## src/rtl/ram_bus_arbiter.sv

```systemverilog
// ram_bus_arbiter
//   Shares the single RAM port between the instruction and data cache ports
//   of CPUS cores. One transfer is in flight at a time. Arbitration scans the
//   cores round-robin from rr, and a data request beats an instruction request
//   within the chosen core. A watchdog aborts a grant that never sees ACCESS.
//
// Ports
//   CLK, nRST            clock; synchronous active-low reset
//   iREN/dREN/dWEN       per-core request strobes (dREN&dWEN counts as a write)
//   iaddr/daddr/dstore   per-core address / write data
//   iwait/dwait          per-core "not done" flags, low for one cycle on ack
//   iload/dload          per-core read data, zero unless the wait bit is low
//   ramaddr/ramstore     RAM address / write data (driven only during GRANT)
//   ramREN/ramWEN        RAM strobes (driven only during GRANT)
//   ramload/ramstate     RAM read data / status (FREE BUSY ACCESS ERROR)
//   timeout              sticky watchdog-abort flag, cleared only by reset
//
// state | meaning
// IDLE  | no strobes; pick a winner and latch it as owner
// GRANT | strobes follow the owner's live inputs until ACCESS, drop or watchdog
// DONE  | one-cycle bubble; rr moves past the owner
module ram_bus_arbiter #(
  parameter int CPUS    = 2,
  parameter int TIMEOUT = 64
) (
  input  logic                  CLK,
  input  logic                  nRST,
  input  logic [CPUS-1:0]       iREN,
  input  logic [CPUS-1:0]       dREN,
  input  logic [CPUS-1:0]       dWEN,
  input  logic [CPUS-1:0][31:0] iaddr,
  input  logic [CPUS-1:0][31:0] daddr,
  input  logic [CPUS-1:0][31:0] dstore,
  output logic [CPUS-1:0]       iwait,
  output logic [CPUS-1:0]       dwait,
  output logic [CPUS-1:0][31:0] iload,
  output logic [CPUS-1:0][31:0] dload,
  output logic [31:0]           ramaddr,
  output logic [31:0]           ramstore,
  output logic                  ramREN,
  output logic                  ramWEN,
  input  logic [31:0]           ramload,
  input  logic [1:0]            ramstate,
  output logic                  timeout
);

  localparam int CW = (CPUS > 1) ? $clog2(CPUS) : 1;
  localparam int SW = CW + 1;
  localparam int WW = $clog2(TIMEOUT) + 1;
  localparam logic [WW-1:0] WDOG_LAST  = WW'(TIMEOUT - 1);
  localparam logic [WW-1:0] WDOG_MAX   = '1;
  localparam logic [CW-1:0] CORE_LAST  = CW'(CPUS - 1);
  localparam logic [1:0]    RAM_ACCESS = 2'd2;

  typedef enum logic [1:0] {IDLE, GRANT, DONE} state_t;

  state_t        state;
  logic [CW-1:0] rr;
  logic [CW-1:0] owner_core;
  logic          owner_data;
  logic          owner_write;
  logic [WW-1:0] wdog;

  logic          any_req;
  logic [CW-1:0] win_core;
  logic          win_data;
  logic          win_write;
  logic [SW-1:0] scan_sum;
  logic [CW-1:0] scan_idx;
  logic          own_req;
  logic          ack;

  // Round-robin scan starting at rr; the first core with any request wins.
  always_comb begin
    any_req   = 1'b0;
    win_core  = '0;
    win_data  = 1'b0;
    win_write = 1'b0;
    scan_sum  = '0;
    scan_idx  = '0;
    for (int k = 0; k < CPUS; k++) begin
      scan_sum = {1'b0, rr} + SW'(k);
      if (scan_sum >= SW'(CPUS)) scan_sum = scan_sum - SW'(CPUS);
      scan_idx = scan_sum[CW-1:0];
      if (!any_req && (iREN[scan_idx] || dREN[scan_idx] || dWEN[scan_idx])) begin
        any_req   = 1'b1;
        win_core  = scan_idx;
        win_data  = dREN[scan_idx] | dWEN[scan_idx];
        win_write = dWEN[scan_idx];
      end
    end
  end

  // A data owner stays alive while either data strobe is up.
  always_comb begin
    own_req = owner_data ? (dREN[owner_core] | dWEN[owner_core]) : iREN[owner_core];
    ack     = (state == GRANT) && (ramstate == RAM_ACCESS);
  end

  // Bus and ack outputs are decoded from registered state so that the RAM
  // sees strobes in the cycle after the pick and an ACCESS acks the same cycle.
  always_comb begin
    ramREN   = 1'b0;
    ramWEN   = 1'b0;
    ramaddr  = '0;
    ramstore = '0;
    iwait    = '1;
    dwait    = '1;
    iload    = '0;
    dload    = '0;
    if (state == GRANT) begin
      ramREN   = ~owner_write;
      ramWEN   = owner_write;
      ramaddr  = owner_data ? daddr[owner_core] : iaddr[owner_core];
      ramstore = owner_data ? dstore[owner_core] : '0;
      if (ack) begin
        if (owner_data) begin
          dwait[owner_core] = 1'b0;
          if (!owner_write) dload[owner_core] = ramload;
        end else begin
          iwait[owner_core] = 1'b0;
          iload[owner_core] = ramload;
        end
      end
    end
  end

  always_ff @(posedge CLK) begin
    if (!nRST) begin
      state       <= IDLE;
      rr          <= '0;
      owner_core  <= '0;
      owner_data  <= 1'b0;
      owner_write <= 1'b0;
      wdog        <= '0;
      timeout     <= 1'b0;
    end else begin
      case (state)
        IDLE: begin
          if (any_req) begin
            owner_core  <= win_core;
            owner_data  <= win_data;
            owner_write <= win_write;
            wdog        <= '0;
            state       <= GRANT;
          end
        end
        GRANT: begin
          if (wdog != WDOG_MAX) wdog <= wdog + WW'(1);
          // ACCESS outranks a simultaneous drop or watchdog expiry.
          if (ack) begin
            state <= DONE;
          end else if (!own_req) begin
            state <= DONE;
          end else if (wdog == WDOG_LAST) begin
            timeout <= 1'b1;
            state   <= DONE;
          end
        end
        DONE: begin
          rr    <= (owner_core == CORE_LAST) ? '0 : owner_core + CW'(1);
          state <= IDLE;
        end
        default: state <= IDLE;
      endcase
    end
  end

endmodule

```

## config.mk

```make
export PLATFORM = sky130hd
export DESIGN_NAME = ram_bus_arbiter
export DESIGN_NICKNAME = d
export VERILOG_FILES = /design/src/rtl/ram_bus_arbiter.sv
export SDC_FILE = /design/constraint.sdc
export NUM_CORES = 1
export LEC_CHECK = 0
export BUFFER_PORTS_ARGS = -buffer_cell sky130_fd_sc_hd__clkbuf_2
export CAP_MARGIN = 5
export CORE_AREA = 2 2 168 170
export DETAILED_ROUTE_END_ITERATION = 10
export DIE_AREA = 0 0 170 172
export GPL_ROUTABILITY_DRIVEN = 0
export PLACE_DENSITY_LB_ADDON = 0.15
export SLEW_MARGIN = 20
export SYNTH_ARGS = -nofsm -noshare
export SYNTH_HDL_FRONTEND = slang
export SYNTH_SLANG_ARGS = --single-unit
```

## constraint.sdc

```tcl
create_clock -name CLK -period 3.85 [get_ports CLK]
set_clock_uncertainty 0.05 [all_clocks]
set_input_delay 0.77 -clock CLK [delete_from_list [all_inputs] [get_ports CLK]]
set_output_delay 0.77 -clock CLK [all_outputs]
set_load 0.01 [all_outputs]
```

-- Word-level counts from Yosys, hierarchy flattened
Index checks and enable logic that the tools add are counted.
- add/subtract/negate cells: 5
- magnitude comparators: 6
- eq/ne operators: 8
- mux-type cells: 67
- bitwise logic cells: 7
- reductions and logical operators: 14
- operators by type and width (cell ; count):
    two-way mux 64 bit ; 7
    two-way mux 32 bit ; 11
    bitwise AND 64 bit ; 1
    two-way mux 1 bit ; 33
    demux 32 bit (select 1 bit) ; 1
    two-way mux 2 bit ; 10
    two-way mux 7 bit ; 2
    case mux 7 bit (2 select lines) ; 1
    adder 7 x 1 -> 7 bit (second input constant) ; 1
    equality test 7 x 6 -> 1 bit (second input constant) ; 1
    != test 7 bit (second input constant) ; 1
    < comparator 1 x 2 -> 1 bit (second input constant) ; 3
    equality test 2 bit (second input constant) ; 2
    logical OR 1 bit ; 4
    != test 4 x 3 -> 1 bit (second input constant) ; 1
    case mux 2 bit (2 select lines) ; 1
    AND reduction 2 bit ; 2
    AND reduction 4 bit ; 1
    logical AND 1 bit ; 3
    bitwise OR 1 bit ; 3
    AND reduction 3 bit ; 1
    adder 1 x 1 -> 2 bit (second input constant) ; 1
    equality test 2 x 1 -> 1 bit (second input constant) ; 1
    greater-or-equal comparator 1 x 2 -> 1 bit (second input constant) ; 1
    other kinds (12) ; 14
- bits in registers: 14
- bits of input ports: 234
- logic and storage cells: 114

-- Longest topological paths before layout
Gate-level depths: netlist of run 1.
- word-level depth: 12
- depth in mapped cells: 6
- mapped depth without buffers: 5

-- Least setup slack after synthesis of run 1
No wires, ideal clock.
- kind: input to output
- from: in ramstate[1]
- to: out dload[33] (netlist name)
- arrival: 1.762 ns
- required time: 3.030 ns
- setup slack: 1.268 ns
- stages: 5
- buffers on the path: 1
- path through: nor2b_1 nand4_1 nor2_1 clkbuf_1 and2_1
- RTL lines (item ; RTL line ; source):
    from (decl) ; 43 ; input logic [1:0] ramstate,
    to (decl) ; 37 ; output logic [CPUS-1:0][31:0] dload,

==> results of run 1 <==
## power breakdown
group	internal (mW)	total [mW]	switching, mW	leakage [nW]
clock network	0.157	0.218	0.0610	0.0442
logic	0.322	0.639	0.316	2.99
registers	0.154	0.186	0.0315	0.115
total	0.634	1.04	0.409	3.14
## metrics by stage
step,area [sq um],util (%)
2_1_floorplan,3160,-
3_5_place_dp,5680,20.7
5_1_grt,5770,21.0
4_1_cts,5770,21.0
6_report,5770,21.0
3_3_place_gp,5680,20.7
## cells in the final DEF, fill, tap and decap left out, drive strengths merged, types with 4 or more instances in the layout
master / instances
nand3: 7
and3: 33
buf: 9
a21oi: 5
clkbuf: 436
mux2i: 34
nand2: 10
and2: 130
inv: 6
nor2: 40
nor3: 8
mux4: 33
or3: 4
dfxtp: 14
## flip-flops by register name (all words and copies together), names as in the netlist
signal / flops
state: 2
owner_core: 1
rr: 1
timeout: 1
wdog: 7
owner_data: 1
owner_write: 1
## how the worst min path moves through the flow
stage	to	start	slack, ns
2_1_floorplan	wdog[1]	wdog[1]	0.40
3_3_place_gp	wdog[1]	wdog[1]	0.42
3_5_place_dp	wdog[1]	wdog[1]	0.43
4_1_cts	wdog[1]	wdog[1]	0.43
5_1_grt	wdog[1]	wdog[1]	0.44
6_report	wdog[1]	wdog[1]	0.43
## worst min-delay path: stages, from the launching register on
cell	delay (ns)
dfxtp_1	0.32
nand2_1	0.06
mux2i_1	0.05
## routing by layer
metal	part of all wire, %	track usage [%]	vias up
met5	0	0	-
met4	0.98	1.97	0
met3	8.4	2.04	11
met2	54	23.8	266
met1	36	12.8	2052
li1	-	-	2203
## area by class of cell
type | count | area, sq um
Multi-Input combinational cell | 336 | 2700
Clock buffer | 4 | 88.8
Sequential cell | 14 | 285
Timing Repair Buffer | 441 | 2240
Inverter | 6 | 22.5
Fill cell | 3176 | 21700
Tap cell | 346 | 433
## cells by family (layout without fill, tap and decap cells)
| group | Yosys count | count (layout) | synth area share [%] |
|---|---|---|---|
| multiplexers | 67 | 67 | 34.3 |
| buffers and inverters | 44 | 451 | 6.30 |
| adder cells (fa/ha/maj) | 1 | 1 | 0.396 |
| AND/OR/NAND/NOR | 244 | 244 | 44.5 |
| flip-flops | 14 | 14 | 8.88 |
| AO/OA/AOI/OAI | 24 | 24 | 5.63 |
==> summary.txt, run 1 <==
Critical path
  • Required @ worst endpoint: 3.03 ns
  • Critical-path cell list: nand4_1 -> nor2_2 -> buf_4 -> and2_1 -> clkbuf_2
  • CP max FO: 32
  • Critical Path Max Stage Delay: 0.88 ns
  • Startpoint Class: flip-flop
  • CP Data Arrival Time: 2.16 ns
  • Worst R2R End: state[1]
  • WP buf/inv: 2
  • Worst path depth: 5
  • Top delay family on crit path: flip-flops
  • Critical path's slowest cell: dfxtp_2
  • Critical Path End: dload[41]
  • Reg2reg start: owner_core
  • Reg-to-reg slack, setup: 1.68 ns
  • Setup CP Type: reg2out
  • Register-to-Register Path Depth: 3
  • Beginning of the critical path: owner_data
  • Crit end category: output port

Clock tree
  • TritonCTS clock tree: built
  • Post-CTS Setup Inserts: 0
  • CTS H-tree lvls: 1
  • Clock-pin slew on the worst setup and hold paths: 0.04 ns
  • Root Buffer: clkbuf_16
  • Worst-Skew Late Latency: 0.25 ns
  • CTS sink cnt: 14
  • CTS Hold Buffers Added: 0
  • CTS Buf Count: 3
  • Max Root-Sink Buffers: 2
  • Post-CTS resize count: 0

Logic synthesis
  • Post-synthesis average cell area: 8.01 sq um
  • Synth Flop Type: dfxtp_1
  • Largest area contributor in the synthesized netlist: and2_1
  • Syn nets: 629
  • Synth Register Bits: 14
  • Post-synth cell types: 43
  • Share of the synthesized area in the top cell type: 25.8%
  • Synth area leaders: and2_1, mux4_2, mux2i_1
  • Share of flip-flops with an asynchronous set or reset: 0%
  • Synth Instances: 394
  • Seq/Total Area, Yosys: 8.88%
  • Synthesized area: 0.00316 sq mm
  • Commonest cells post-synth: and2_1, nor2_1, mux2i_1
  • Most common cell in the netlist: and2_1
  • Yosys warns: 0
  • EDFF count, synth: 0

Timing
  • Slew Limit Fails: 0
  • Tcrit/Tclk final: 77.3%
  • Hold WS: 0.432 ns
  • Setup_tns: 0 ns
  • Max Fclk: 336 MHz
  • RSZ-0062 raised after global routing: no
  • Final count of hold timing violations: 0
  • Tmin final: 2.98 ns
  • Worst-margin pin slew: 0.848 ns
  • Relative slew slack: 43.4%
  • Fin worst setup slack: 0.873 ns
  • Final Setup Violations: 0

Global routing
  • Global-route wire length before repair: 26,500 microns
  • Initial antenna violation count: 0
  • Largest net degree at the start of global routing: 59
  • Vias in the first global route: 4,508
  • Global route overflow: 0
  • Gr usage total: 11.7%

Place
  • Placed Cells: 1,143
  • # port buffers: 432
  • Dpl hpwl: 16,300 microns
  • Setup Slack @ Placement: 1.04 ns

Cells and area
  • Area Growth Syn to Fin: 82.8%
  • Layout cells sized above 1: 61.3%
  • Inserted Diodes: 0
  • Nets: 1,037
  • Final non-filler cell total: 1,147

Floorplan
  • IO Pins: 433
  • DIE AREA: 0.0292 sq mm
  • Die width: 170 microns
  • Starting Density: 11.5%
  • Total core area: 0.0275 sq mm
  • Die Height: 172 microns
  • Row count: 61

Run status
  • Status: finished, final reports clean

Drt
  • Via density: 3.95
  • Initial DRC Count: 144
  • DR WL/cell: 16.6 microns
  • DRC viols: 0
  • ANT nets after route: 0
  • Drt total wl: 19,100 microns
  • First-pass iteration count of the detailed router: 4
  • Via count: 4,532

Power
  • Leak: 3.15 nW
  • Tot Pwr: 1.04 mW
  • Pwr Density: 181 mW/mm^2
  • VDD IR max: 0.116 mV

Worst hold path
  • Hold path depth: 2
  • Hold Crit Class: reg2reg

Flow run
  • Maxcap violations: 0
(Power assumes the default switching activity.)
==> inputs of run 2 (changes only) <==
Settings changed: CORE_AREA 2 2 168 170 to 2 2 166 168, DIE_AREA 0 0 170 172 to 0 0 168 170.
Clock period 3.85 ns to 2.4 ns, I/O delays scaled along.
==> summary.txt, run 2 (same netlist as run 1, synthesis figures left out) <==
Timing
  • Fin worst setup slack: 0.132 ns (-0.741 ns)
  • RSZ-0062 raised after global routing: no
  • Slew Limit Fails: 0 (unchanged)
  • Tmin final: 2.27 ns
  • Tcrit/Tclk final: 94.5%
  • Setup_tns: 0 ns (unchanged)
  • Final count of hold timing violations: 0 (unchanged)
  • Relative slew slack: 70.3% (+27 points)
  • Final Setup Violations: 0 (unchanged)
  • Max Fclk: 441 MHz
  • Worst-margin pin slew: 0.434 ns (-0.415 ns)

Drt
  • DR WL/cell: 17.2 microns (+3.5%)
  • ANT nets after route: 0 (unchanged)
  • Via count: 4,618 (+1.9%)
  • Initial DRC Count: 121 (-16%)
  • First-pass iteration count of the detailed router: 4 (unchanged)
  • DRC viols: 0 (unchanged)
  • Via density: 3.99 (+1.1%)
  • Drt total wl: 19,900 microns (+4.3%)

Clock tree
  • CTS Buf Count: 3 (unchanged)
  • CTS H-tree lvls: 1 (unchanged)
  • Clock-pin slew on the worst setup and hold paths: 0.05 ns (about the same)
  • TritonCTS clock tree: built
  • Worst-Skew Late Latency: 0.25 ns (about the same)
  • Root Buffer: clkbuf_16
  • Max Root-Sink Buffers: 2 (unchanged)
  • CTS Hold Buffers Added: 0 (unchanged)
  • CTS sink cnt: 14 (unchanged)

Cells and area
  • Fin util: 22.4% (+1.4 points)
  • Post-Layout Inst Area: 0.00597 sq mm (+3.4%)
  • Area Growth Syn to Fin: 89.1%
  • Biggest regs: wdog (7), state (2)
  • Nets: 1,051 (+1.4%)
  • Inserted Diodes: 0 (unchanged)
  • Register Area: 285 sq um (unchanged)
  • Top reg by flops: wdog
  • Layout cells sized above 1: 62.0% (+0.66 points)
  • Most frequent cells in the layout: clkbuf_2, and2_1, nor2_1
  • Fillers: 3,082 (-3.0%)
  • Final non-filler cell total: 1,156 (+0.78%)
  • Largest register FFs: 7 (unchanged)
  • Area of the multi-input gates: 0.00270 sq mm (unchanged)
  • Commonest non-fill, non-tap cell in the layout: clkbuf_2

Global routing
  • Global route overflow: 0 (unchanged)
  • Gr usage total: 12.7% (+0.98 points)
  • Initial antenna violation count: 0 (unchanged)
  • Largest net degree at the start of global routing: 44 (-25%)
  • Global-route wire length before repair: 28,200 microns (+6.3%)
  • Vias in the first global route: 4,680 (+3.8%)

Floorplan
  • IO Pins: 433 (unchanged)
  • Total core area: 0.0267 sq mm (-3.0%)
  • Die width: 168 microns (-1.2%)
  • Starting Density: 11.8% (+0.36 points)
  • Row count: 60 (-1.6%)
  • Die Height: 170 microns (-1.2%)
  • DIE AREA: 0.0286 sq mm (-2.3%)

Flow run
  • Maxcap violations: 0 (unchanged)

Worst hold path
  • Hold Crit Class: reg2reg

Power
  • Switching part of the total power: 39.0% (-0.16 points)
  • Leak: 3.24 nW (+3.1%)
  • P_sw: 0.690 mW (+69%)
  • VDD IR max: 0.173 mV (+50%)
  • Clk network pwr share: 20.3% (-0.6 points)
  • Internal power: 1.08 mW (+70%)
  • Pwr Density: 296 mW/mm^2 (+64%)
  • Share of total power in sequential cells: 16.0% (-1.8 points)
  • Combinational Power Share: 63.7% (+2.5 points)

Critical path
  • Startpoint Class: flip-flop
  • Required @ worst endpoint: 1.87 ns (-1.16 ns)
  • Crit end category: output port
  • Setup CP Type: reg2out
  • CP max FO: 10 (-69%)
  • CP Data Arrival Time: 1.74 ns (-0.42 ns)

Place
  • Dpl hpwl: 17,400 microns (+6.3%)
  • Placement Cell Area: 0.00586 sq mm (+3.1%)
  • Placed Cells: 1,149 (+0.52%)
  • Setup Slack @ Placement: 0.135 ns (-0.900 ns)
  • # port buffers: 432 (unchanged)

Run status
  • Status: finished, final reports clean
[run 2: cell count changes in the layout (fill, tap and decap cells not counted), sizes merged]
cell	previous run	this run
buf	9	23
[run 2: power by group through the flow]
| stage | logic (mW) | registers, mW | clock network, mW |
|---|---|---|---|
| finish | 1.13 | 0.282 | 0.359 |
| detailed placement | 1.14 | 0.296 | 0 |
| floorplan | 0.597 | 0.259 | 0 |
| global route | 1.23 | 0.285 | 0.377 |
| CTS | 1.16 | 0.284 | 0.366 |
| global placement | 1.14 | 0.297 | 0 |
[run 2: metrics by stage]
step | hold slack (ns) | power [mW]
after floorplan | 0.397 | 0.856
after global placement | 0.424 | 1.44
after detailed placement | 0.433 | 1.43
after CTS | 0.440 | 1.81
after global routing | 0.475 | 1.89
final | 0.443 | 1.77
[run 2: timing repair]
item | in CTS | in global routing
setup buffers | 3 | 0
resized for setup | 0 | 0
endpoints found under the setup margin | 1 | 0
[run 2: worst paths after layout]
kind / depth (start not counted) / from / slack, ns / endpoint
max: 4 / owner_core / 0.13 / ramaddr[27]
min: 2 / wdog[1] / 0.44 / wdog[1]
max reg2reg: 4 / owner_core / 0.46 / state[1]
min reg2reg: 2 / wdog[1] / 0.44 / wdog[1]
[run 2: area by class of cell]
| cell class | count | share of cell area (%) |
|---|---|---|
| Clock buffer | 4 | 1.49 |
| Inverter | 6 | 0.377 |
| Multi-Input combinational cell | 336 | 45.2 |
| Sequential cell | 14 | 4.78 |
| Tap cell | 341 | 7.15 |
| Timing Repair Buffer | 455 | 41.0 |
[run 2: critical path: stages, from the launching register on]
cell      delay (ns)
dfxtp_4         0.46
buf_4           0.20
mux4_2          0.52
and2_1          0.18
clkbuf_2        0.12
[run 2: per-layer routing]
| metal | share of wire, % | track usage (%) | routed length (microns) | up-vias |
|---|---|---|---|---|
| li1 | - | - | - | 2229 |
| met1 | 37 | 13.9 | 7400 | 2104 |
| met2 | 53 | 25.4 | 10600 | 274 |
| met3 | 8.3 | 2.53 | 1650 | 11 |
| met4 | 1.2 | 2.12 | 244 | 0 |
| met5 | 0 | 0 | 0 | - |
==> inputs of run 3 (changes only) <==
Settings changed: SETUP_SLACK_MARGIN from default to 0.4.
==> summary.txt, run 3 (same netlist as run 1, synthesis figures left out) <==
Floorplan
  • Row count: 60 (unchanged)
  • IO Pins: 433 (unchanged)
  • Total core area: 0.0267 sq mm (unchanged)
  • Die Height: 170 microns (unchanged)
  • Die width: 168 microns (unchanged)
  • DIE AREA: 0.0286 sq mm (unchanged)
  • Starting Density: 11.8% (unchanged)

Clock tree
  • TritonCTS clock tree: built
  • Clock-pin slew on the worst setup and hold paths: 0.05 ns (about the same)
  • Root Buffer: clkbuf_16
  • CTS Buf Count: 3 (unchanged)
  • Worst-Skew Late Latency: 0.25 ns (about the same)
  • Max Root-Sink Buffers: 2 (unchanged)
  • CTS Hold Buffers Added: 0 (unchanged)
  • CTS H-tree lvls: 1 (unchanged)
  • CTS sink cnt: 14 (unchanged)

Global routing
  • Global route overflow: 0 (unchanged)
  • Global-route wire length before repair: 28,400 microns (+0.76%)
  • Largest net degree at the start of global routing: 51 (+16%)
  • Vias in the first global route: 4,819 (+3.0%)
  • Gr usage total: 12.7% (about the same)
  • Initial antenna violation count: 0 (unchanged)

Timing
  • Tcrit/Tclk final: 95.2% (+0.69 points)
  • Relative slew slack: 69.8% (-0.52 points)
  • RSZ-0062 raised after global routing: yes
  • Slew Limit Fails: 0 (unchanged)
  • Final Setup Violations: 0 (unchanged)
  • Final count of hold timing violations: 0 (unchanged)
  • Hold WS: 0.421 ns (-0.0218 ns)
  • Tmin final: 2.28 ns (+0.0166 ns)
  • Max Fclk: 438 MHz (-0.73%)
  • Worst-margin pin slew: 0.449 ns (+0.0155 ns)
  • Setup_tns: 0 ns (unchanged)

Cells and area
  • Commonest non-fill, non-tap cell in the layout: clkbuf_2
  • Top reg by flops: wdog
  • Fillers: 2,979 (-3.3%)
  • Final non-filler cell total: 1,175 (+1.6%)
  • Area Growth Syn to Fin: 120%
  • Layout cells sized above 1: 71.5% (+9.5 points)
  • Largest register FFs: 7 (unchanged)
  • Inserted Diodes: 0 (unchanged)
  • Nets: 1,070 (+1.8%)
  • Biggest regs: wdog (7), state (2)
  • Most frequent cells in the layout: clkbuf_2, and2_1, buf_6

Drt
  • Initial DRC Count: 126 (+4.1%)
  • DRC viols: 0 (unchanged)
  • Drt total wl: 21,100 microns (+5.8%)
  • Via density: 4.08 (+2.1%)
  • Via count: 4,793 (+3.8%)
  • First-pass iteration count of the detailed router: 4 (unchanged)
  • DR WL/cell: 17.9 microns (+4.1%)
  • ANT nets after route: 0 (unchanged)

Power
  • VDD IR max: 0.131 mV (-24%)
  • Pwr Density: 278 mW/mm^2 (-6.3%)
  • Leak: 3.55 nW (+9.5%)

Flow run
  • Maxcap violations: 0 (unchanged)

Worst hold path
  • Hold Crit Class: reg2reg

Critical path
  • Setup CP Type: reg2out
  • Top delay family on crit path: simple AND/OR/NAND/NOR gates
  • Critical path's slowest cell: nor4_4
  • Critical Path Max Stage Delay: 0.35 ns (-0.17 ns)
  • Required @ worst endpoint: 1.87 ns (about the same)
  • CP Data Arrival Time: 1.75 ns (about the same)
  • CP max FO: 8 (-2)
  • Crit-path most repeated cell: buf_6
  • Crit end category: output port
  • Critical-path cell list: buf_6 -> nand2b_4 -> nor4_4 -> buf_6 -> clkbuf_16 -> and2_4 -> buf_6
  • WP buf/inv: 4 (+2)
  • Startpoint Class: flip-flop

Run status
  • Status: finished, final reports clean

Place
  • # port buffers: 432 (unchanged)
  • Dpl hpwl: 16,500 microns (-4.7%)
  • Placed Cells: 1,146 (-0.26%)
run 3: cell types whose count changed in the layout (fill, tap and decap cells not counted), sizes merged:
cell	change
clkbuf	-80
bufbuf	+1
buf	+98
run 3: power breakdown:
group	internal, mW	switching, mW
clock network	0.225	0.103
logic	0.717	0.597
registers	0.249	0.0335
run 3: stage by stage:
step	worst slack, ns	power (mW)	cell area, sq um	util, %
global placement	0.188	1.41	5840	21.9
global route	0.0633	2.05	6930	26.0
floorplan	0.422	0.856	3160	-
CTS	0.104	1.82	6100	22.9
detailed placement	0.156	1.40	5840	21.9
finish	0.116	1.92	6930	26.0
run 3: tightest hold or removal path, delay by kind of cell (launching register included):
family,cells,cell delay [ns]
AOI/OAI and AO/OA,1,0.04
DFF,1,0.32
and+or+nand+nor,1,0.07
run 3: layout make-up:
type	instances	area [sq um]	share of cell area (%)
sequential	14	290	4.19
multi-input combinational	336	2950	42.5
inverter	6	22.5	0.325
clock buffer	4	78.8	1.14
tap	341	427	6.15
timing repair buffer	474	3170	45.7
run 3: path summary, 6_finish.rpt:
check / end / startpoint / slack (ns) / cells after the start
hold / removal: timeout / timeout / 0.42 / 2
hold reg to reg: timeout / timeout / 0.42 / 2
setup / recovery: iload[24] / state[1] / 0.12 / 7
setup reg to reg: state[1] / owner_core / 0.50 / 4
run 3: per-layer routing:
layer | routed length, microns | vias up | track usage, % | part of all wire [%]
met3 | 1440 | 9 | 1.98 | 6.8
met2 | 11300 | 264 | 26.1 | 54
met4 | 140 | 0 | 1.44 | 0.66
li1 | - | 2267 | - | -
met1 | 8170 | 2253 | 13.9 | 39
met5 | 0 | - | 0 | 0
run 3: what timing repair did:
| action | in CTS | in global routing |
|---|---|---|
| endpoints found under the setup margin | 196 | 198 |
| gates resized for setup | 16 | 230 |
| gates cloned | 3 | 7 |
| endpoints found under the hold margin | 0 | 0 |
| setup buffers | 8 | 7 |
| pin swaps | 1 | 44 |
